[src/rtl/relu_nn_seq_pkg.sv]
// -----------------------------------------------------------------------------
// relu_nn_seq_pkg
// Shared definitions for the time-multiplexed 2-2-1 ReLU network sequencer:
// weight-bank register indices, FSM state encoding, phase-counter width and a
// small address-range helper used by the weight bank.
// -----------------------------------------------------------------------------
package relu_nn_seq_pkg;

    // Weight bank register indices
    localparam logic [3:0] H1_W1    = 4'd0;
    localparam logic [3:0] H1_W2    = 4'd1;
    localparam logic [3:0] H1_BIAS  = 4'd2;
    localparam logic [3:0] H2_W1    = 4'd3;
    localparam logic [3:0] H2_W2    = 4'd4;
    localparam logic [3:0] H2_BIAS  = 4'd5;
    localparam logic [3:0] OUT_W1   = 4'd6;
    localparam logic [3:0] OUT_W2   = 4'd7;
    localparam logic [3:0] OUT_BIAS = 4'd8;
    localparam int         NUM_REGS = 9;

    // Sequencer states
    localparam logic [2:0] IDLE   = 3'd0;
    localparam logic [2:0] PH_H1  = 3'd1;
    localparam logic [2:0] PH_H2  = 3'd2;
    localparam logic [2:0] PH_OUT = 3'd3;
    localparam logic [2:0] DONE   = 3'd4;

    // Phase counter width: covers NEURON_LAT up to 7
    localparam int PH_CNT_W = 3;

    // True when a config address names an existing weight register
    function automatic logic addr_in_range(input logic [3:0] addr);
        return (addr <= OUT_BIAS);
    endfunction

endpackage

[src/rtl/relu_nn_wbank.sv]
// -----------------------------------------------------------------------------
// relu_nn_wbank
// Nine-entry weight/bias register bank for relu_nn_seq.
// Ports:
//   clk, rst        clock, asynchronous active-low reset (bank clears to 0)
//   idle_i          sequencer is idle; writes are only accepted then
//   cfg_we          write strobe
//   cfg_addr        register index 0..8
//   cfg_wdata       write data
//   cfg_ready       a write would be accepted this cycle
//   cfg_err         registered one-cycle pulse after a rejected write
//   rd_o            all nine registers in parallel, write-through view
// rd_o presents the value the bank will hold after the current edge, so an
// operand register loaded on the same edge as a write sees the new weight.
// -----------------------------------------------------------------------------
module relu_nn_wbank
    import relu_nn_seq_pkg::*;
#(
    parameter int WIDTH = 16
) (
    input  logic                               clk,
    input  logic                               rst,
    input  logic                               idle_i,
    input  logic                               cfg_we,
    input  logic [3:0]                         cfg_addr,
    input  logic [WIDTH-1:0]                   cfg_wdata,
    output logic                               cfg_ready,
    output logic                               cfg_err,
    output logic [NUM_REGS-1:0][WIDTH-1:0]     rd_o
);

    logic [NUM_REGS-1:0][WIDTH-1:0] regs_q, regs_d;
    logic                           err_q, err_d;
    logic                           wr_s;

    // Write decode, error detection and next-state of the bank
    always_comb begin
        wr_s  = cfg_we & idle_i & addr_in_range(cfg_addr);
        err_d = cfg_we & ~wr_s;
        regs_d = regs_q;
        for (int i = 0; i < NUM_REGS; i++) begin
            if (wr_s && (cfg_addr == 4'(i))) begin
                regs_d[i] = cfg_wdata;
            end else begin
                regs_d[i] = regs_q[i];
            end
        end
    end

    // Bank and error-pulse registers
    always_ff @(posedge clk or negedge rst) begin
        if (!rst) begin
            regs_q <= '0;
            err_q  <= 1'b0;
        end else begin
            regs_q <= regs_d;
            err_q  <= err_d;
        end
    end

    assign cfg_ready = idle_i;
    assign cfg_err   = err_q;
    assign rd_o      = regs_d;

endmodule

[src/rtl/relu_nn_seq.sv]
// -----------------------------------------------------------------------------
// relu_nn_seq
// Time-multiplexed sequencer for a 2-2-1 ReLU XOR network. One external
// relu_neuron evaluates hidden neuron 1, hidden neuron 2 and the output neuron
// in turn; this block holds the weights, sequences the phases and captures the
// neuron's results.
// Parameters: WIDTH (data width), FRAC (fraction bits, interface only),
//             NEURON_LAT (edges from operand change to valid n_result, 0..7).
// Ports:
//   clk, rst                      clock, asynchronous active-low reset
//   in_valid/in_ready/in_x1/in_x2 input pair handshake
//   out_valid/out_ready/out_y     result handshake, out_y held while in DONE
//   cfg_we/cfg_addr/cfg_wdata     weight write port (accepted only when idle)
//   cfg_ready/cfg_err             write acceptance / rejected-write pulse
//   n_in1,n_in2,n_w1,n_w2,n_bias  registered operands to the shared neuron
//   n_result                      shared neuron result
//   busy                          not idle
//   inf_count                     completed-inference counter
// Build option: RELU_NN_SEQ_CNT_EN enables the inf_count counter; when it is
// not defined inf_count is tied to 0.
// -----------------------------------------------------------------------------
module relu_nn_seq
    import relu_nn_seq_pkg::*;
#(
    parameter int WIDTH      = 16,
    parameter int FRAC       = 8,
    parameter int NEURON_LAT = 1
) (
    input  logic             clk,
    input  logic             rst,
    input  logic             in_valid,
    output logic             in_ready,
    input  logic [WIDTH-1:0] in_x1,
    input  logic [WIDTH-1:0] in_x2,
    output logic             out_valid,
    input  logic             out_ready,
    output logic [WIDTH-1:0] out_y,
    input  logic             cfg_we,
    input  logic [3:0]       cfg_addr,
    input  logic [WIDTH-1:0] cfg_wdata,
    output logic             cfg_ready,
    output logic             cfg_err,
    output logic [WIDTH-1:0] n_in1,
    output logic [WIDTH-1:0] n_in2,
    output logic [WIDTH-1:0] n_w1,
    output logic [WIDTH-1:0] n_w2,
    output logic [WIDTH-1:0] n_bias,
    input  logic [WIDTH-1:0] n_result,
    output logic             busy,
    output logic [15:0]      inf_count
);

    // Elaboration-time parameter sanity
    if ((NEURON_LAT < 0) || (NEURON_LAT > 7) || (FRAC < 0) || (FRAC >= WIDTH)) begin : g_bad_param
        $error("relu_nn_seq: illegal NEURON_LAT or FRAC");
    end

    localparam logic [PH_CNT_W-1:0] LAST_CNT = 3'(NEURON_LAT);

    logic [2:0]              state_q, state_d;
    logic [PH_CNT_W-1:0]     cnt_q, cnt_d;
    logic [WIDTH-1:0]        x1_q, x1_d, x2_q, x2_d;
    logic [WIDTH-1:0]        h1_q, h1_d, h2_q, h2_d;
    logic [WIDTH-1:0]        y_q, y_d;
    logic [WIDTH-1:0]        n_in1_q, n_in1_d, n_in2_q, n_in2_d;
    logic [WIDTH-1:0]        n_w1_q, n_w1_d, n_w2_q, n_w2_d;
    logic [WIDTH-1:0]        n_bias_q, n_bias_d;
    logic                    in_ready_q, busy_q, out_valid_q;
    logic                    last_s;
    logic [NUM_REGS-1:0][WIDTH-1:0] wt_s;

    relu_nn_wbank #(.WIDTH(WIDTH)) u_wbank (
        .clk       (clk),
        .rst       (rst),
        .idle_i    (in_ready_q),
        .cfg_we    (cfg_we),
        .cfg_addr  (cfg_addr),
        .cfg_wdata (cfg_wdata),
        .cfg_ready (cfg_ready),
        .cfg_err   (cfg_err),
        .rd_o      (wt_s)
    );

    // FSM, phase counter and result captures
    always_comb begin
        state_d = state_q;
        cnt_d   = cnt_q;
        x1_d    = x1_q;
        x2_d    = x2_q;
        h1_d    = h1_q;
        h2_d    = h2_q;
        y_d     = y_q;
        last_s  = (cnt_q == LAST_CNT);
        case (state_q)
            IDLE: begin
                if (in_valid) begin
                    x1_d    = in_x1;
                    x2_d    = in_x2;
                    cnt_d   = '0;
                    state_d = PH_H1;
                end else begin
                    state_d = IDLE;
                end
            end
            PH_H1: begin
                if (last_s) begin
                    h1_d    = n_result;
                    cnt_d   = '0;
                    state_d = PH_H2;
                end else begin
                    cnt_d = cnt_q + 3'd1;
                end
            end
            PH_H2: begin
                if (last_s) begin
                    h2_d    = n_result;
                    cnt_d   = '0;
                    state_d = PH_OUT;
                end else begin
                    cnt_d = cnt_q + 3'd1;
                end
            end
            PH_OUT: begin
                if (last_s) begin
                    y_d     = n_result;
                    cnt_d   = '0;
                    state_d = DONE;
                end else begin
                    cnt_d = cnt_q + 3'd1;
                end
            end
            DONE: begin
                if (out_ready) begin
                    state_d = IDLE;
                end else begin
                    state_d = DONE;
                end
            end
            default: begin
                state_d = IDLE;
                cnt_d   = '0;
            end
        endcase
    end

    // Operand selection for the phase being entered. Uses the next-state
    // values so operands switch on the same edge as the phase, including the
    // hidden result captured on that edge.
    always_comb begin
        n_in1_d  = n_in1_q;
        n_in2_d  = n_in2_q;
        n_w1_d   = n_w1_q;
        n_w2_d   = n_w2_q;
        n_bias_d = n_bias_q;
        case (state_d)
            PH_H1: begin
                n_in1_d  = x1_d;
                n_in2_d  = x2_d;
                n_w1_d   = wt_s[H1_W1];
                n_w2_d   = wt_s[H1_W2];
                n_bias_d = wt_s[H1_BIAS];
            end
            PH_H2: begin
                n_in1_d  = x1_d;
                n_in2_d  = x2_d;
                n_w1_d   = wt_s[H2_W1];
                n_w2_d   = wt_s[H2_W2];
                n_bias_d = wt_s[H2_BIAS];
            end
            PH_OUT: begin
                n_in1_d  = h1_d;
                n_in2_d  = h2_d;
                n_w1_d   = wt_s[OUT_W1];
                n_w2_d   = wt_s[OUT_W2];
                n_bias_d = wt_s[OUT_BIAS];
            end
            default: begin
                n_in1_d  = n_in1_q;
                n_in2_d  = n_in2_q;
                n_w1_d   = n_w1_q;
                n_w2_d   = n_w2_q;
                n_bias_d = n_bias_q;
            end
        endcase
    end

    // State, datapath and registered status outputs
    always_ff @(posedge clk or negedge rst) begin
        if (!rst) begin
            state_q     <= IDLE;
            cnt_q       <= '0;
            x1_q        <= '0;
            x2_q        <= '0;
            h1_q        <= '0;
            h2_q        <= '0;
            y_q         <= '0;
            n_in1_q     <= '0;
            n_in2_q     <= '0;
            n_w1_q      <= '0;
            n_w2_q      <= '0;
            n_bias_q    <= '0;
            in_ready_q  <= 1'b1;
            busy_q      <= 1'b0;
            out_valid_q <= 1'b0;
        end else begin
            state_q     <= state_d;
            cnt_q       <= cnt_d;
            x1_q        <= x1_d;
            x2_q        <= x2_d;
            h1_q        <= h1_d;
            h2_q        <= h2_d;
            y_q         <= y_d;
            n_in1_q     <= n_in1_d;
            n_in2_q     <= n_in2_d;
            n_w1_q      <= n_w1_d;
            n_w2_q      <= n_w2_d;
            n_bias_q    <= n_bias_d;
            in_ready_q  <= (state_d == IDLE);
            busy_q      <= (state_d != IDLE);
            out_valid_q <= (state_d == DONE);
        end
    end

`ifdef RELU_NN_SEQ_CNT_EN
    logic [15:0] inf_cnt_q, inf_cnt_d;

    // Count completed result handshakes, wrapping naturally at 16 bits
    always_comb begin
        if (out_valid_q && out_ready) begin
            inf_cnt_d = inf_cnt_q + 16'd1;
        end else begin
            inf_cnt_d = inf_cnt_q;
        end
    end

    // Inference counter register
    always_ff @(posedge clk or negedge rst) begin
        if (!rst) begin
            inf_cnt_q <= 16'd0;
        end else begin
            inf_cnt_q <= inf_cnt_d;
        end
    end

    assign inf_count = inf_cnt_q;
`else
    assign inf_count = 16'd0;
`endif

    assign in_ready  = in_ready_q;
    assign busy      = busy_q;
    assign out_valid = out_valid_q;
    assign out_y     = y_q;
    assign n_in1     = n_in1_q;
    assign n_in2     = n_in2_q;
    assign n_w1      = n_w1_q;
    assign n_w2      = n_w2_q;
    assign n_bias    = n_bias_q;

endmodule
[config.mk]
export PLATFORM = sky130hd
export DESIGN_NAME = relu_nn_seq
export DESIGN_NICKNAME = d
export VERILOG_FILES = /design/src/rtl/relu_nn_seq_pkg.sv /design/src/rtl/relu_nn_wbank.sv /design/src/rtl/relu_nn_seq.sv
export SDC_FILE = /design/constraint.sdc
export NUM_CORES = 1
export LEC_CHECK = 0
export CORE_MARGIN = 2
export CORE_UTILIZATION = 50
export DETAILED_ROUTE_END_ITERATION = 10
export GPL_TIMING_DRIVEN = 0
export HOLD_SLACK_MARGIN = 0.12
export PLACE_DENSITY = 0.73
export SYNTH_ARGS = -nofsm -noshare
export SYNTH_HDL_FRONTEND = slang
export SYNTH_SLANG_ARGS = --single-unit
[constraint.sdc]
create_clock -name clk -period 3 [get_ports clk]
set_input_delay 0.45 -clock clk [delete_from_list [all_inputs] [get_ports clk]]
set_output_delay 0.45 -clock clk [all_outputs]
set_load 0.01 [all_outputs]
==> metrics <==
maximum clock frequency=roughly 360 MHz; sequential fraction of the synthesis area=between 50% and 60%; Antenna Cells=0; vias=12.0k; Area Growth Syn to Fin=23.6%; total power=about 0.02 W; FF-to-FF Start=state_q[0]; root buffer cell=clkbuf_16; 1st-pass router iterations=5; largest net degree at the start of global routing=112; Syn Std Cell Area=about 0.015 mm^2; PortBufs=173; Clock Tree Buf Depth=3; Post-Synth Adder-Cell Area=0%; Worst Setup Path Type=flop to flop; Worst R2R Path Depth=6; core footprint=between 0.02 and 0.03 mm^2; post-synth top area share=52.7%; DPL Wire Length=~30 mm; Synth Area in XOR/XNOR=0%; Horiz. Die Dim=176 um; # setup viols final=0; Top Layer Used=met5; Routed WL=between 40 and 50 mm; CP max FO=10; Setup crit end=n_w1[0]; Post-synth EDFFs=0; hold crit path type=input pin to asynchronous set/reset pin; CTS buffer count=35; initial antenna violation count=1; Most used DFF post-synth=dfrtp_1; fraction of power spent switching nets=37.3%; drt first-iter violations=between 900 and 1k; total leakage power=around 9.2 nW; Synth Area in Simple Gates=13.7%; Wirelength per Cell=21.4 um; status=completed; fin area=0.0184 mm^2; Initial Util=50.4%; main combinational cell family by area after synthesis=compound AO/OA/AOI/OAI gates; most common cell in the netlist=dfrtp_1; vias in the first global route=12.1k; M1 WL=18.0 mm; Gate power share=45.1%; most frequent cells after synthesis=dfrtp_1, and3_1, inv_1; fin. max-slew vios=0; worst slew pin tran=860 ps; Nets=1,692; DRC Markers=0; post-synth cell types=44; Core Util, Final=62.3%; post-route setup TNS=0 ps; global-route wire length before repair=67.1 mm; CP Launch Type=flop; Hold Vio Cnt, Final=0; pwr dens=about 1100 mW/mm^2; Mean Syn Cell Area=10.7 um^2; height of the die=176 um; Tcrit/Tclk final=roughly nine tenths; clock slew at reported path FFs=60 ps; post-route minimum period=approximately 2800 ps; CTS tree=built; RSZ-0062 raised after global routing=no; Worst Path Required=3360 ps; RR Endpoint=n_w1[0]; crit end category=flop; num ports=190; Clock Skew=11.0 ps; arrival time at the worst endpoint=3120 ps; Die ar.=0.0311 mm^2; CTS resizes=0; ys async rst share=100%; flop2flop setup slack=approximately 240 ps; max-cap violations=0; YS warnings=0; WL met3=3.18 mm; post-synthesis cell count=1,390; metal2 WL=between 20 and 25 mm; Post-DP Area=about 0.017 mm^2; clock sink total=314; Worst Hold Slack=about 460 ps; VDD IR-drop max=514 uV; GP Congestion=0.883; H-Tree Depth=2; switching power total=0.00736 W; Compound-Gate Fraction of Synth Area=19.0%; Routed Antenna Nets=0; gr usage total=27.8%; # rows=63; GR Overflow Total=0; via/cell ratio=a little under 6; clock latency on the worst-skew pair=510 ps; ranking of synthesized cells by area=dfrtp_1, o221ai_1, and3_1; post-synthesis mux area share=7.39%; Setup crit start=state_q[0]; Yosys reg bits=314; share of cells above drive strength 1=15.8%; biggest area consumer among synthesized cells=dfrtp_1; Clock Power Share=21.4%; Max-slew headroom=42.5%; Int Pwr=~0.012 W; sequential power share=33.6%
## repair_timing
action / CTS / global route
setup endpoints to repair: 0 / 0
hold buffers: 1 / 0
buffers inserted: 0 / 0
endpoints found under the hold margin: 54 / 0
## cell type report
type,instances,area (um^2)
inverters,100,375
multi-input cells,853,6020
clock buffers,52,1070
plain buffers,138,672
repair buffers,177,1830
fillers,2417,11100
clock inverters,7,60.1
well taps,390,488
flip-flops and latches,314,7860
## cells by family after synthesis
group,count (synthesis)
AO/OA/AOI/OAI,383
buffers and inverters,238
flip-flops,314
multiplexers,99
other,1
AND/OR/NAND/NOR,355
## worst min path at each step
| stage | cells past startpoint | endpoint |
|---|---|---|
| floorplan | 0 | busy |
| global placement | 2 | u_wbank.regs_q[45] |
| detailed placement | 1 | x2_q[2] |
| CTS | 2 | x2_q[2] |
| global route | 1 | h1_q[3] |
| finish | 2 | x2_q[2] |
## power groups by stage
stage                     sequential, W  clock [W]  combinational (W)
after floorplan                 0.00672          0            0.00542
after global placement          0.00664          0            0.00858
after detailed placement        0.00667          0            0.00878
after CTS                       0.00662    0.00428            0.00885
after global routing            0.00678    0.00445            0.00970
final                           0.00662    0.00422            0.00890
## cells in the final DEF (no fill, tap or decap), types with 55 or more instances in the layout
cell type	netlist	layout
inv_1	100	100
clkbuf_1	84	90
o31ai_1	81	81
dfrtp_1	313	313
or2_2	96	96
o221ai_1	96	96
clkdlybuf4s50_1	0	172
o21ai_0	68	68
nand2_1	55	55
a21boi_0	96	96
and3_1	128	128
## routing by layer
metal	vias up	GRT usage, %
met5	-	0
met4	2	10.2
met3	93	4.20
met2	520	46.3
met1	5944	36.9
li1	5395	-
## registers in the layout, indices dropped and copies added, names as in the netlist
name,cells
busy,1
cnt_q,3
h1_q,16
h2_q,16
in_ready,1
n_bias,16
n_in1,16
n_in2,16
n_w1,16
n_w2,16
out_valid,1
out_y,16
state_q,3
u_wbank.cfg_err,1
u_wbank.regs_q,144
x1_q,16
x2_q,16
## metrics by stage
| step | cells | worst slack [ps] |
|---|---|---|
| floorplan | 1405 | 985 |
| global placement | 1968 | -12160 |
| detailed placement | 1971 | -40.6 |
| CTS | 2031 | 329 |
| global route | 2031 | 191 |
| finish | 2031 | 240 |
## critical path: stages, from the launching register on
cell      delay [ps]
dfrtp_1          400
buf_2            200
and4bb_2         290
a311oi_2         600
buf_2            400
buf_1            500
o221ai_1         200
Power figures use the tool's default switching activity.
